<file path="src/rtl/kyber_params_pkg.sv">
// Shared Kyber parameters and the matrix-A generation scheduler state encoding.
package kyber_params_pkg;

    localparam int unsigned KYBER_K = 3;
    localparam int unsigned KYBER_N = 256;
    localparam int unsigned KYBER_Q = 3329;

    localparam int unsigned SLOT_W = 4;
    localparam int unsigned BYTE_W = 8;

    typedef enum logic [2:0] {
        IDLE       = 3'd0,
        XOF_REQ    = 3'd1,
        XOF_WAIT   = 3'd2,
        PARSE_REQ  = 3'd3,
        PARSE_WAIT = 3'd4,
        EMIT       = 3'd5,
        FIN        = 3'd6
    } sched_state_e;

endpackage

</file>
<file path="src/rtl/gen_a_sched.sv">
// Walks the K x K matrix A (or A^T), sequencing XOF, parse and sink handshakes
// for one polynomial at a time. All outputs are registered from next-state values.
module gen_a_sched
    import kyber_params_pkg::*;
#(
    parameter int unsigned K = KYBER_K
) (
    input  logic              clk,
    input  logic              rst,
    input  logic              start,
    input  logic              transpose,
    output logic              busy,
    output logic              done,
    output logic              xof_start,
    output logic [BYTE_W-1:0] xof_b0,
    output logic [BYTE_W-1:0] xof_b1,
    input  logic              xof_done,
    output logic              parse_start,
    input  logic              parse_done,
    output logic              poly_valid,
    input  logic              poly_ready,
    output logic [SLOT_W-1:0] poly_slot
);

    localparam int unsigned IW = (K > 1) ? $clog2(K) : 1;

    sched_state_e  state_q, state_d;
    logic [IW-1:0] i_q, i_d;
    logic [IW-1:0] j_q, j_d;
    logic          tr_q, tr_d;
    logic          last_slot;

    // Next-state and index advance
    always_comb begin
        state_d   = state_q;
        i_d       = i_q;
        j_d       = j_q;
        tr_d      = tr_q;
        last_slot = (i_q == IW'(K - 1)) && (j_q == IW'(K - 1));

        case (state_q)
            IDLE: begin
                if (start) begin
                    tr_d    = transpose;
                    i_d     = '0;
                    j_d     = '0;
                    state_d = XOF_REQ;
                end
            end
            XOF_REQ:   state_d = XOF_WAIT;
            XOF_WAIT:  if (xof_done) state_d = PARSE_REQ;
            PARSE_REQ: state_d = PARSE_WAIT;
            PARSE_WAIT: if (parse_done) state_d = EMIT;
            EMIT: begin
                if (poly_ready) begin
                    if (last_slot) begin
                        i_d     = '0;
                        j_d     = '0;
                        state_d = FIN;
                    end else begin
                        state_d = XOF_REQ;
                        if (j_q == IW'(K - 1)) begin
                            j_d = '0;
                            i_d = i_q + IW'(1);
                        end else begin
                            j_d = j_q + IW'(1);
                        end
                    end
                end
            end
            FIN:     state_d = IDLE;
            default: state_d = IDLE;
        endcase
    end

    // State, indices and registered outputs derived from the next state
    always_ff @(posedge clk) begin
        if (rst) begin
            state_q     <= IDLE;
            i_q         <= '0;
            j_q         <= '0;
            tr_q        <= 1'b0;
            busy        <= 1'b0;
            done        <= 1'b0;
            xof_start   <= 1'b0;
            parse_start <= 1'b0;
            poly_valid  <= 1'b0;
            xof_b0      <= '0;
            xof_b1      <= '0;
            poly_slot   <= '0;
        end else begin
            state_q     <= state_d;
            i_q         <= i_d;
            j_q         <= j_d;
            tr_q        <= tr_d;
            busy        <= (state_d != IDLE) && (state_d != FIN);
            done        <= (state_d == FIN);
            xof_start   <= (state_d == XOF_REQ);
            parse_start <= (state_d == PARSE_REQ);
            poly_valid  <= (state_d == EMIT);
            xof_b0      <= tr_d ? BYTE_W'(i_d) : BYTE_W'(j_d);
            xof_b1      <= tr_d ? BYTE_W'(j_d) : BYTE_W'(i_d);
            poly_slot   <= SLOT_W'(i_d) * SLOT_W'(K) + SLOT_W'(j_d);
        end
    end

endmodule

</file>
<file path="config.mk">
export PLATFORM = sky130hd
export DESIGN_NAME = gen_a_sched
export DESIGN_NICKNAME = d
export VERILOG_FILES = /design/src/rtl/kyber_params_pkg.sv /design/src/rtl/gen_a_sched.sv
export SDC_FILE = /design/constraint.sdc
export NUM_CORES = 1
export LEC_CHECK = 0
export BUFFER_PORTS_ARGS = -buffer_cell sky130_fd_sc_hd__buf_2
export CAP_MARGIN = 10
export CORE_AREA = 2 2 49 51
export DETAILED_ROUTE_END_ITERATION = 10
export DIE_AREA = 0 0 51 53
export PLACE_DENSITY = 0.75
export SLEW_MARGIN = 20
export SYNTH_ARGS = -nofsm -noshare
export SYNTH_HDL_FRONTEND = slang
export SYNTH_SLANG_ARGS = --single-unit
</file>
<file path="constraint.sdc">
create_clock -name clk -period 3.6 [get_ports clk]
set_clock_uncertainty 0.05 [all_clocks]
set_input_delay 0.72 -clock clk [delete_from_list [all_inputs] [get_ports clk]]
set_output_delay 0.72 -clock clk [all_outputs]
set_load 0.01 [all_outputs]
</file>
=== Word level (Yosys, flattened, before mapping) ===
Cells that the tools add are included.

* Add/sub/neg operators: 3
* Multiply operators: 1
* Equal/unequal tests: 12
* Multiplexer cells: 20
* Reductions and logical operators: 4

{| class="wikitable"
|+ Operators by type and width
! cell !! number
|-
| $mux W2 || 10
|-
| $pmux W3 S6 || 1
|-
| $mux W3 || 5
|-
| $eq A3 B3 Y1 const B || 4
|-
| $eq A3 B2 Y1 const B || 3
|-
| $pmux W2 S2 || 2
|-
| $eq A3 B1 Y1 const B || 2
|-
| $add A2 B1 Y2 const B || 2
|-
| $add A4 B2 Y4 || 1
|-
| $eq A2 B2 Y1 const B || 2
|-
| $mul A2 B2 Y4 const B || 1
|-
| $logic_not A3 Y1 || 1
|-
| $ne A3 B3 Y1 const B || 1
|-
| $reduce_bool A3 Y1 || 1
|-
| $logic_and A1 B1 Y1 || 2
|-
| $mux W1 || 2
|}

* Bits in registers: 33
* Word-level logic and storage cells: 52

=== Logic depth before layout (Yosys ltp) ===
Gate-level depths: netlist of run 1.

* Depth in word-level cells: 7
* Gate-level depth with buffers: 10

=== Worst setup path before layout of run 1 ===
OpenSTA, ideal clock, no wires.

* Kind: input -> register
* From: input start
* To: register poly_slot[2]
* Arrival: 2.822 ns
* Slack: 0.602 ns
* Stages on the path: 8
* Cell sequence: or4b_4 > a31oi_1 > inv_1 > fa_1 > ha_1 > inv_1 > fa_1 > nor2_1

* Word-level cells in the longest chain between the ends: 4
* Elaborated cells between the ends (all ways): 6

{| class="wikitable"
|+ RTL lines
! item !! line !! source
|-
| start: declaration || gen_a_sched.sv:10 || <nowiki>input logic start,</nowiki>
|-
| $mux W2 || gen_a_sched.sv:43 || <nowiki>if (start) begin</nowiki>
|-
| $pmux W2 S2 || gen_a_sched.sv:41 || <nowiki>case (state_q)</nowiki>
|-
| named net i_d[0] || gen_a_sched.sv:28 || <nowiki>logic [IW-1:0] i_q, i_d;</nowiki>
|-
| $mul A2 B2 Y4 || gen_a_sched.sv:103 || <nowiki>poly_slot <= SLOT_W'(i_d) * SLOT_W'(K) + SLOT_W'(j_d);</nowiki>
|-
| $add A4 B2 Y4 || gen_a_sched.sv:103 ||
|-
| end signal: assignment || gen_a_sched.sv:103 ||
|-
| end: declaration || gen_a_sched.sv:22 || <nowiki>output logic [SLOT_W-1:0] poly_slot</nowiki>
|}

The timed path passes the listed nets, and every way through them passes these cells.
A chain may end at the register's enable or synchronous reset.

=== Worst setup path in the final report of run 1 ===
* From: register state_q[2]
* To: register poly_slot[2]

* Word-level cells in the longest chain between the ends: 4
* Elaborated cells between the ends (all ways): 6

{| class="wikitable"
|+ RTL lines
! item !! line !! source
|-
| start: declaration || gen_a_sched.sv:27 || <nowiki>sched_state_e state_q, state_d;</nowiki>
|-
| start signal: assignment || gen_a_sched.sv:92 || <nowiki>state_q <= state_d;</nowiki>
|-
| $eq A3 B3 Y1 or $logic_not A3 Y1 (tied branches) || gen_a_sched.sv:41 ||
|-
| $pmux W2 S2 (*) || gen_a_sched.sv:41 ||
|-
| named net i_d[0] || gen_a_sched.sv:28 ||
|-
| $mul A2 B2 Y4 (*) || gen_a_sched.sv:103 ||
|-
| $add A4 B2 Y4 (*) || gen_a_sched.sv:103 ||
|}

The timed path passes the listed nets; every way through them passes the cells marked *.

==> impl_metrics.toml, run 1 <==
[run_status]
status = "completed"

[routing]
vias_per_cell = 4.92
wirelength_um = 1720
drc_errors = 0
post_drt_wl_per_cell_um = 10.9
drt_iter0_drc = 20
detail-route-antenna-nets = 0
vias = 773
dr.pass1.iters = 4

[synth]
syn_area_per_cell_sq_um = 9.27
synth-seq-cells = 21
synth_top_flop_cell = "dfxtp_1"
synth-edff-count = 0
yosys.cell_types.count = 35
yosysWarnings = 0
ys_seq_area_frac = 0.412
syn_area_sq_um = 1020
synth-async-reset-ratio = 0
synth_cells = 110

[placement]
place_hpwl_um = 1300
gp_congestion = 0.782
io_buffers = 19
dp.cells = 153

[global_routing]
grt_pass1_vias = 711
track_usage = 0.142
grt_pass1_wl_um = 2880
grt_overflow = 0
antenna_found_initial = 0
grt_max_degree = 16

[die]
start_util = 0.475
die_area_sq_um = 2700
core_area_sq_um = 2150
die_width_um = 51
rows = 17
die_h_um = 53
ios = 32

[clock_network]
cts_root_buf = "clkbuf_4"
ctsResizeCount = 0
post-cts-setup-buffers = 0
postCtsHoldBufs = 0
htreeDepth = 1
path_clk_slew_ns = 0.11
cts_buffers = 3
cts_tree = "built"
clk_latency_ns = 0.29
cts.sinks = 21
clock_path_buffers = 2

[cells_and_area]
final_common_cell = "dfxtp_1"
drive_gt1_frac = 0.240
nets = 142
finalNonFillerCells = 157
diodes = 0
area_growth_pct = 9.08
final_cell_mix = "dfxtp_1 (21), buf_2 (19), inv_1 (13)"
n_fill_cell = 210

[worst_hold_path]
hold_path_class = "register to register"

[setup_path]
critPathSlowestCell = "dfxtp_1"
path_max_fanout = 14
cp.required_ns = 3.74
crit_type = "register to register"
critPathLaunchType = "register"
worstPathArrival_ns = 3.17
cp-end-kind = "register"
critPathMaxStageDelay_ns = 0.59
crit_chain = "nand4b_2, or2_1, a31oi_1, inv_1, fa_1, ha_1, inv_1, fa_1, nor2_1"

[timing]
finalCriticalPeriod_ns = 3.03
setup_viol = 0
rsz0062_at_grt = "false"
drv_slew = 0
tns_ns = 0
hold_violations = 0
fmax_mhz = 330
period_share = 0.842
hold_slack_ns = 0.536

[run]
max-cap-violations = 0

[power_and_ir_drop]
ir_worst_vdd_mv = 0.150
p_leak_uw = 0.000548
powerDensity_nw_per_um2 = 364
-- cell usage after synthesis, types with 2 or more instances --
library cell  instances  area [sq um]
buf_4                12          90.1
nor4_1                3          18.8
nor2b_1               5          31.3
o21ai_0               2          10.0
o22ai_1               4          25.0
nand2_1               2          7.51
a31oi_1               4          25.0
nand3b_1              2          15.0
clkbuf_1              3          11.3
dfxtp_1              21           420
nor2_1               10          37.5
inv_1                13          48.8
fa_1                  2          40.0
nor3_1                3          15.0
mux2i_1               2          20.0
ha_1                  3          37.5
-- power breakdown --
part / switching [uW] / internal [uW] / leakage (uW)
Combinational: 29.6 / 20.7 / 0.000363
Clock: 63.5 / 43.0 / 0.0000150
Sequential: 8.34 / 239 / 0.000170
Total: 101 / 303 / 0.000548
-- kinds of logic (layout without fill, tap and decap cells) --
| kind of cell | after synthesis | count (layout) | synth area share |
|---|---|---|---|
| AOI/OAI and AO/OA | 19 | 19 | 0.139 |
| adders and majority gates | 5 | 5 | 0.0761 |
| buffers and inverters | 29 | 37 | 0.158 |
| DFF | 21 | 21 | 0.412 |
| muxes | 2 | 2 | 0.0196 |
| other | 1 | 12 | 0.00368 |
| and+or+nand+nor | 33 | 33 | 0.191 |
-- final timing paths --
path	slack, ns	cells past startpoint	start	endpoint
min	0.54	2	state_q[1]$_SDFF_PP0_	parse_start$_SDFF_PP0_
max	0.57	9	state_q[2]$_SDFF_PP0_	poly_slot[2]$_SDFF_PP0_
min reg2reg	0.54	2	state_q[1]$_SDFF_PP0_	parse_start$_SDFF_PP0_
max reg2reg	0.57	9	state_q[2]$_SDFF_PP0_	poly_slot[2]$_SDFF_PP0_
-- routing by layer --
metal | vias to the layer above | wire (um) | global-route usage
met3 | 4 | 86 | 0.0282
met5 | - | 0 | 0
met1 | 354 | 735 | 0.164
met2 | 28 | 861 | 0.251
met4 | 0 | 36 | 0.0676
li1 | 387 | - | -
-- final cells by class --
cell class                      count  area [sq um]  area share
Tap cell                           28          35.0      0.0315
Timing Repair Buffer               20           103      0.0922
Clock buffer                        4          26.3      0.0236
Sequential cell                    21           420       0.378
Inverter                           13          48.8      0.0439
Multi-Input combinational cell     71           479       0.431
-- sequential cells by signal, indices dropped and copies added, names as in the netlist --
signal       count
tr_q             1
xof_b0           2
done             1
j_q              2
xof_b1           2
parse_start      1
xof_start        1
i_q              2
poly_slot        4
state_q          3
busy             1
poly_valid       1
-- stage by stage --
| stage | cell area (sq um) | utilization | power (uW) | setup WS, ns |
|---|---|---|---|---|
| 6_report | 1110 | 0.518 | 404 | 0.568 |
| 5_1_grt | 1110 | 0.518 | 428 | 0.332 |
| 4_1_cts | 1110 | 0.518 | 409 | 0.553 |
| 2_1_floorplan | 1060 | - | 301 | 0.602 |
| 3_3_place_gp | 1090 | 0.506 | 301 | 0.431 |
| 3_5_place_dp | 1090 | 0.506 | 302 | 0.336 |
-- critical path: cells and delay by family, from the launching register on --
kind / cells / cell delay [ns]
buf+inv: 2 / 0.19
flops: 1 / 0.59
simple gates: 3 / 0.61
compound gates: 1 / 0.31
fa+ha+maj: 3 / 1.18
Power figures use the tool's default switching activity.
==> inputs of run 2 (changes only) <==
--- a/config.mk
+++ b/config.mk
@@ -7,10 +7,10 @@
 export LEC_CHECK = 0
 export BUFFER_PORTS_ARGS = -buffer_cell sky130_fd_sc_hd__buf_2
 export CAP_MARGIN = 10
-export CORE_AREA = 2 2 49 51
+export CORE_AREA = 2 2 52 54
 export DETAILED_ROUTE_END_ITERATION = 10
-export DIE_AREA = 0 0 51 53
-export PLACE_DENSITY = 0.75
+export DIE_AREA = 0 0 54 56
+export PLACE_DENSITY = 0.7
 export SLEW_MARGIN = 20
 export SYNTH_ARGS = -nofsm -noshare
 export SYNTH_HDL_FRONTEND = slang
==> constraint.sdc (replaced) <==
create_clock -name clk -period 2.7 [get_ports clk]
set_clock_uncertainty 0.05 [all_clocks]
set_input_delay 0.54 -clock clk [delete_from_list [all_inputs] [get_ports clk]]
set_output_delay 0.54 -clock clk [all_outputs]
set_load 0.01 [all_outputs]
==> impl_metrics.toml, run 2 (synthesized netlist as in run 1, its figures left out) <==
[cells_and_area]
regMostFlops = "poly_slot"
final_common_cell = "buf_2"
drive_gt1_frac = 0.340
nets = 154
area_growth_pct = 19.8
largest_reg_flops = 4
diodes = 0
final_cell_mix = "buf_2 (19), dfxtp_1 (18), inv_1 (13), buf_4 (13), conb_1 (12)"
finalNonFillerCells = 171
reg.largest.list = "poly_slot x4, state_q x3"

[run_status]
status = "completed"

[timing]
period_share = 0.981
fmax_mhz = 378
postLayoutSetupSlackWorst_ns = 0.0515
hold_violations = 0
tns_ns = 0
finalCriticalPeriod_ns = 2.65
setup_viol = 0
hold_slack_ns = 0.412
rsz0062_at_grt = "true"
drv_slew = 0

[global_routing]
grt_overflow = 0
grt_pass1_wl_um = 3290
grt_pass1_vias = 727
antenna_found_initial = 0
grt_max_degree = 16
track_usage = 0.155

[routing]
drt_iter0_drc = 21
post_drt_wl_per_cell_um = 11.7
vias_per_cell = 4.88
detail-route-antenna-nets = 0
wirelength_um = 2000
dr.pass1.iters = 4
drc_errors = 0
vias = 834

[setup_path]
r2r_setup_slack_ns = 0.05
critPathTopFamily = "adder cells"
critPathSlowestCell = "or4b_4"
worstPathArrival_ns = 2.81
rr_startpoint = "state_q[1]$_SDFF_PP0_"
path_max_fanout = 4
cp-end-kind = "register"
critPathLaunchType = "register"
r2r_cells = 9
cp.required_ns = 2.86
crit_chain = "or4b_4, and2_4, a22oi_2, inv_1, fa_1, ha_1, inv_1, fa_1, nor2_1"
critPathMaxStageDelay_ns = 0.57
critPathBufInv = 2
crit_type = "register to register"
reg2reg_to = "poly_slot[2]$_SDFF_PP0_"

[die]
rows = 18
core_area_sq_um = 2430
die_width_um = 54
start_util = 0.419
die_h_um = 56
ios = 32
die_area_sq_um = 3020

[power_and_ir_drop]
p_leak_uw = 0.000607
powerDensity_nw_per_um2 = 463
ir_worst_vdd_mv = 0.254

[run]
max-cap-violations = 0

[clock_network]
cts_tree = "built"
cts_root_buf = "clkbuf_4"
htreeDepth = 1
cts_buffers = 3
path_clk_slew_ns = 0.11
clock_path_buffers = 2
cts.sinks = 21
postCtsHoldBufs = 0
clk_latency_ns = 0.32

[placement]
pre_cts_ws_ns = -0.198
gp_congestion = 0.825
place_hpwl_um = 1560
io_buffers = 19
dp.cells = 166

[worst_hold_path]
min_to = "parse_start$_SDFF_PP0_"
hp-start = "xof_done"
hold_path_depth = 3
hold_path_class = "input pin to register"
## run 2: per-stage QoR
step | power (uW) | instance area, sq um | utilization
after floorplan | 401 | 1070 | -
after global placement | 413 | 1180 | 0.484
after detailed placement | 416 | 1180 | 0.484
after CTS | 570 | 1200 | 0.495
after global routing | 595 | 1220 | 0.502
final | 565 | 1220 | 0.502
## run 2: how the worst max path moves through the flow
stage                          startpoint                 endpoint  slack [ns]  cells past startpoint
CTS                 state_q[0]$_SDFF_PP0_  poly_slot[2]$_SDFF_PP0_        0.02                      9
finish              state_q[1]$_SDFF_PP0_  poly_slot[2]$_SDFF_PP0_        0.05                      9
global route        state_q[1]$_SDFF_PP0_  poly_slot[2]$_SDFF_PP0_       -0.04                      9
detailed placement                  start  poly_slot[2]$_SDFF_PP0_       -0.20                     10
global placement                    start  poly_slot[2]$_SDFF_PP0_       -0.14                     10
floorplan                           start  poly_slot[2]$_SDFF_PP0_       -0.07                      8
## run 2: worst reg2reg max path: stages, from the launching register on
cell     delay [ns]
dfxtp_2        0.34
or4b_4         0.57
and2_4         0.17
a22oi_2        0.16
inv_1          0.07
fa_1           0.48
ha_1           0.14
inv_1          0.04
fa_1           0.47
nor2_1         0.04
## run 2: repair_timing
item | 4_1_cts | 5_1_grt
endpoints found under the setup margin | 0 | 2
buffers inserted | 0 | 1
resized for setup | 0 | 4
## run 2: final cells by class
type                            count  area (sq um)
Fill cell                         243          1210
Clock buffer                        4          26.3
Inverter                           13          48.8
Timing Repair Buffer               32           193
Multi-Input combinational cell     71           492
Sequential cell                    21           424
Tap cell                           30          37.5
## run 2: power by group
group / internal [uW] / leakage [uW] / total, uW / switching [uW]
Clock: 57.9 / 0.0000150 / 155 / 96.7
Sequential: 320 / 0.000171 / 324 / 3.89
Combinational: 36.8 / 0.000420 / 86.6 / 49.8
## run 2: layer usage
layer / part of all wire / wire (um) / vias up / GRT usage
li1: - / - / 407 / -
met1: 0.41 / 811 / 387 / 0.180
met2: 0.49 / 978 / 35 / 0.239
met3: 0.065 / 130 / 5 / 0.0242
met4: 0.040 / 80 / 0 / 0.129
met5: 0 / 0 / - / 0
==> inputs of run 3 (changes only) <==
--- a/config.mk
+++ b/config.mk
@@ -5,12 +5,13 @@
 export SDC_FILE = /design/constraint.sdc
 export NUM_CORES = 1
 export LEC_CHECK = 0
+export ABC_AREA = 1
 export BUFFER_PORTS_ARGS = -buffer_cell sky130_fd_sc_hd__buf_2
 export CAP_MARGIN = 10
-export CORE_AREA = 2 2 52 54
+export CORE_AREA = 2 2 53 55
 export DETAILED_ROUTE_END_ITERATION = 10
-export DIE_AREA = 0 0 54 56
-export PLACE_DENSITY = 0.7
+export DIE_AREA = 0 0 55 57
+export PLACE_DENSITY = 0.71
 export SLEW_MARGIN = 20
 export SYNTH_ARGS = -nofsm -noshare
 export SYNTH_HDL_FRONTEND = slang
==> impl_metrics.toml, run 3 <==
[routing]
wirelength_um = 1970
drc_errors = 0
post_drt_wl_per_cell_um = 9.86
vias_per_cell = 4.56
dr.pass1.iters = 4
vias = 911
drt_iter0_drc = 23
detail-route-antenna-nets = 0

[power_and_ir_drop]
powerDensity_nw_per_um2 = 506
p_leak_uw = 0.000650
ir_worst_vdd_mv = 0.416

[synth]
synth-edff-count = 0
syn_area_sq_um = 1090
synthTopCellsByArea = "dfxtp_1 (39%), nand2_1 (11%), buf_4 (8.3%)"
syn_area_per_cell_sq_um = 7.27
synthTopCellsByCount = "nand2_1 (33), dfxtp_1 (21), inv_1 (20)"
yosysTopAreaCellShare = 0.385
yosysMostFrequentCell = "nand2_1"
synth_cells = 150
synth-seq-cells = 21
synth-async-reset-ratio = 0
synth_top_flop_cell = "dfxtp_1"
yosysTopAreaCell = "dfxtp_1"
ys_seq_area_frac = 0.385
yosysWarnings = 0
yosys.cell_types.count = 22

[global_routing]
grt_pass1_vias = 830
grt_pass1_wl_um = 3230
grt_max_degree = 13
antenna_found_initial = 0
grt_overflow = 0
track_usage = 0.137

[setup_path]
worstPathArrival_ns = 2.66
crit_type = "register to register"
critPathBufInv = 2
critPathMaxStageDelay_ns = 0.56
r2r_setup_slack_ns = 0.20
crit_chain = "inv_1, nor2_1, nand2_1, nand3_1, o21ai_2, fa_1, ha_1, inv_1, fa_1, nor2_1"
rr_startpoint = "state_q[2]$_SDFF_PP0_"
path_max_fanout = 4
cp-end-kind = "register"
critPathLaunchType = "register"
critPathSlowestCell = "fa_1"
reg2reg_to = "poly_slot[2]$_SDFF_PP0_"
cp.required_ns = 2.85
r2r_cells = 10
critPathTopFamily = "adder cells"

[clock_network]
cts_buffers = 3
cts_tree = "built"
htreeDepth = 1
path_clk_slew_ns = 0.11
postCtsHoldBufs = 0
clock_path_buffers = 2
clk_latency_ns = 0.30
ctsResizeCount = 0
post-cts-setup-buffers = 0
cts.sinks = 21
cts_root_buf = "clkbuf_4"

[cells_and_area]
n_fill_cell = 280
area_growth_pct = 9.06
utilization = 0.455
finalNonFillerCells = 200
nets = 182
largest_reg_flops = 4
diodes = 0
fin_area_sq_um = 1190
final_cell_mix = "nand2_1 (33), dfxtp_1 (21), inv_1 (20)"
reg.largest.list = "poly_slot x4, state_q x3"
drive_gt1_frac = 0.219
regMostFlops = "poly_slot"
final_common_cell = "nand2_1"

[timing]
hold_violations = 0
drv_slew = 0
period_share = 0.927
fmax_mhz = 399
tns_ns = 0
setup_viol = 0
hold_slack_ns = 0.450
rsz0062_at_grt = "false"
finalCriticalPeriod_ns = 2.50

[placement]
place_area_sq_um = 1160
dp.cells = 196
gp_congestion = 0.840
place_hpwl_um = 1620
io_buffers = 19

[die]
start_util = 0.417
die_area_sq_um = 3140
die_h_um = 57
die_width_um = 55
ios = 32
rows = 19
core_area_sq_um = 2620

[worst_hold_path]
min_to = "parse_start$_SDFF_PP0_"
hp-start = "xof_done"
hold_path_depth = 3
hold_path_class = "input pin to register"

[run]
max-cap-violations = 0

[run_status]
status = "completed"
[run 3: logic make-up (layout without fill, tap and decap cells)]
| family | Yosys count | in the layout | share of synthesized area |
|---|---|---|---|
| AOI/OAI and AO/OA | 13 | 13 | 0.0700 |
| DFF | 21 | 21 | 0.385 |
| and+or+nand+nor | 72 | 72 | 0.296 |
| buffers and inverters | 38 | 46 | 0.174 |
| adders and majority gates | 5 | 5 | 0.0711 |
| other | 1 | 12 | 0.00344 |
[run 3: worst max path at each step]
stage | start | endpoint | depth (start not counted)
floorplan | poly_ready | poly_slot[2]$_SDFF_PP0_ | 11
global placement | poly_ready | poly_slot[2]$_SDFF_PP0_ | 11
detailed placement | poly_ready | poly_slot[2]$_SDFF_PP0_ | 11
CTS | state_q[2]$_SDFF_PP0_ | poly_slot[2]$_SDFF_PP0_ | 10
global route | state_q[2]$_SDFF_PP0_ | poly_slot[2]$_SDFF_PP0_ | 10
finish | state_q[2]$_SDFF_PP0_ | poly_slot[2]$_SDFF_PP0_ | 10
[run 3: cell type report]
cell class	instances	area, sq um	share of cell area
repair buffers	19	95.1	0.0799
multi-input cells	102	522	0.438
inverters	23	86.3	0.0726
flip-flops and latches	21	420	0.353
clock buffers	3	22.5	0.0189
clock inverters	1	5.00	0.00421
well taps	31	38.8	0.0326
[run 3: per-layer routing]
| metal | GRT usage | part of all wire |
|---|---|---|
| met5 | 0 | 0 |
| met4 | 0.0209 | 0 |
| met3 | 0.0393 | 0.055 |
| met2 | 0.240 | 0.50 |
| met1 | 0.167 | 0.44 |
[run 3: where the power goes]
part           internal (uW)  switching [uW]
clock                   55.1            90.8
combinational           37.6            78.2
sequential               330            10.8
[run 3: worst min-delay path, cell delays in order]
cell     delay, ns
buf_2         0.09
nand3_1       0.09
nor2_1        0.04
[run 3: stage by stage]
stage | setup WS (ns) | total power, uW
after detailed placement | 0.173 | 463
after floorplan | 0.307 | 444
final | 0.196 | 602
after global routing | 0.0460 | 641
after CTS | 0.211 | 610
after global placement | 0.224 | 460
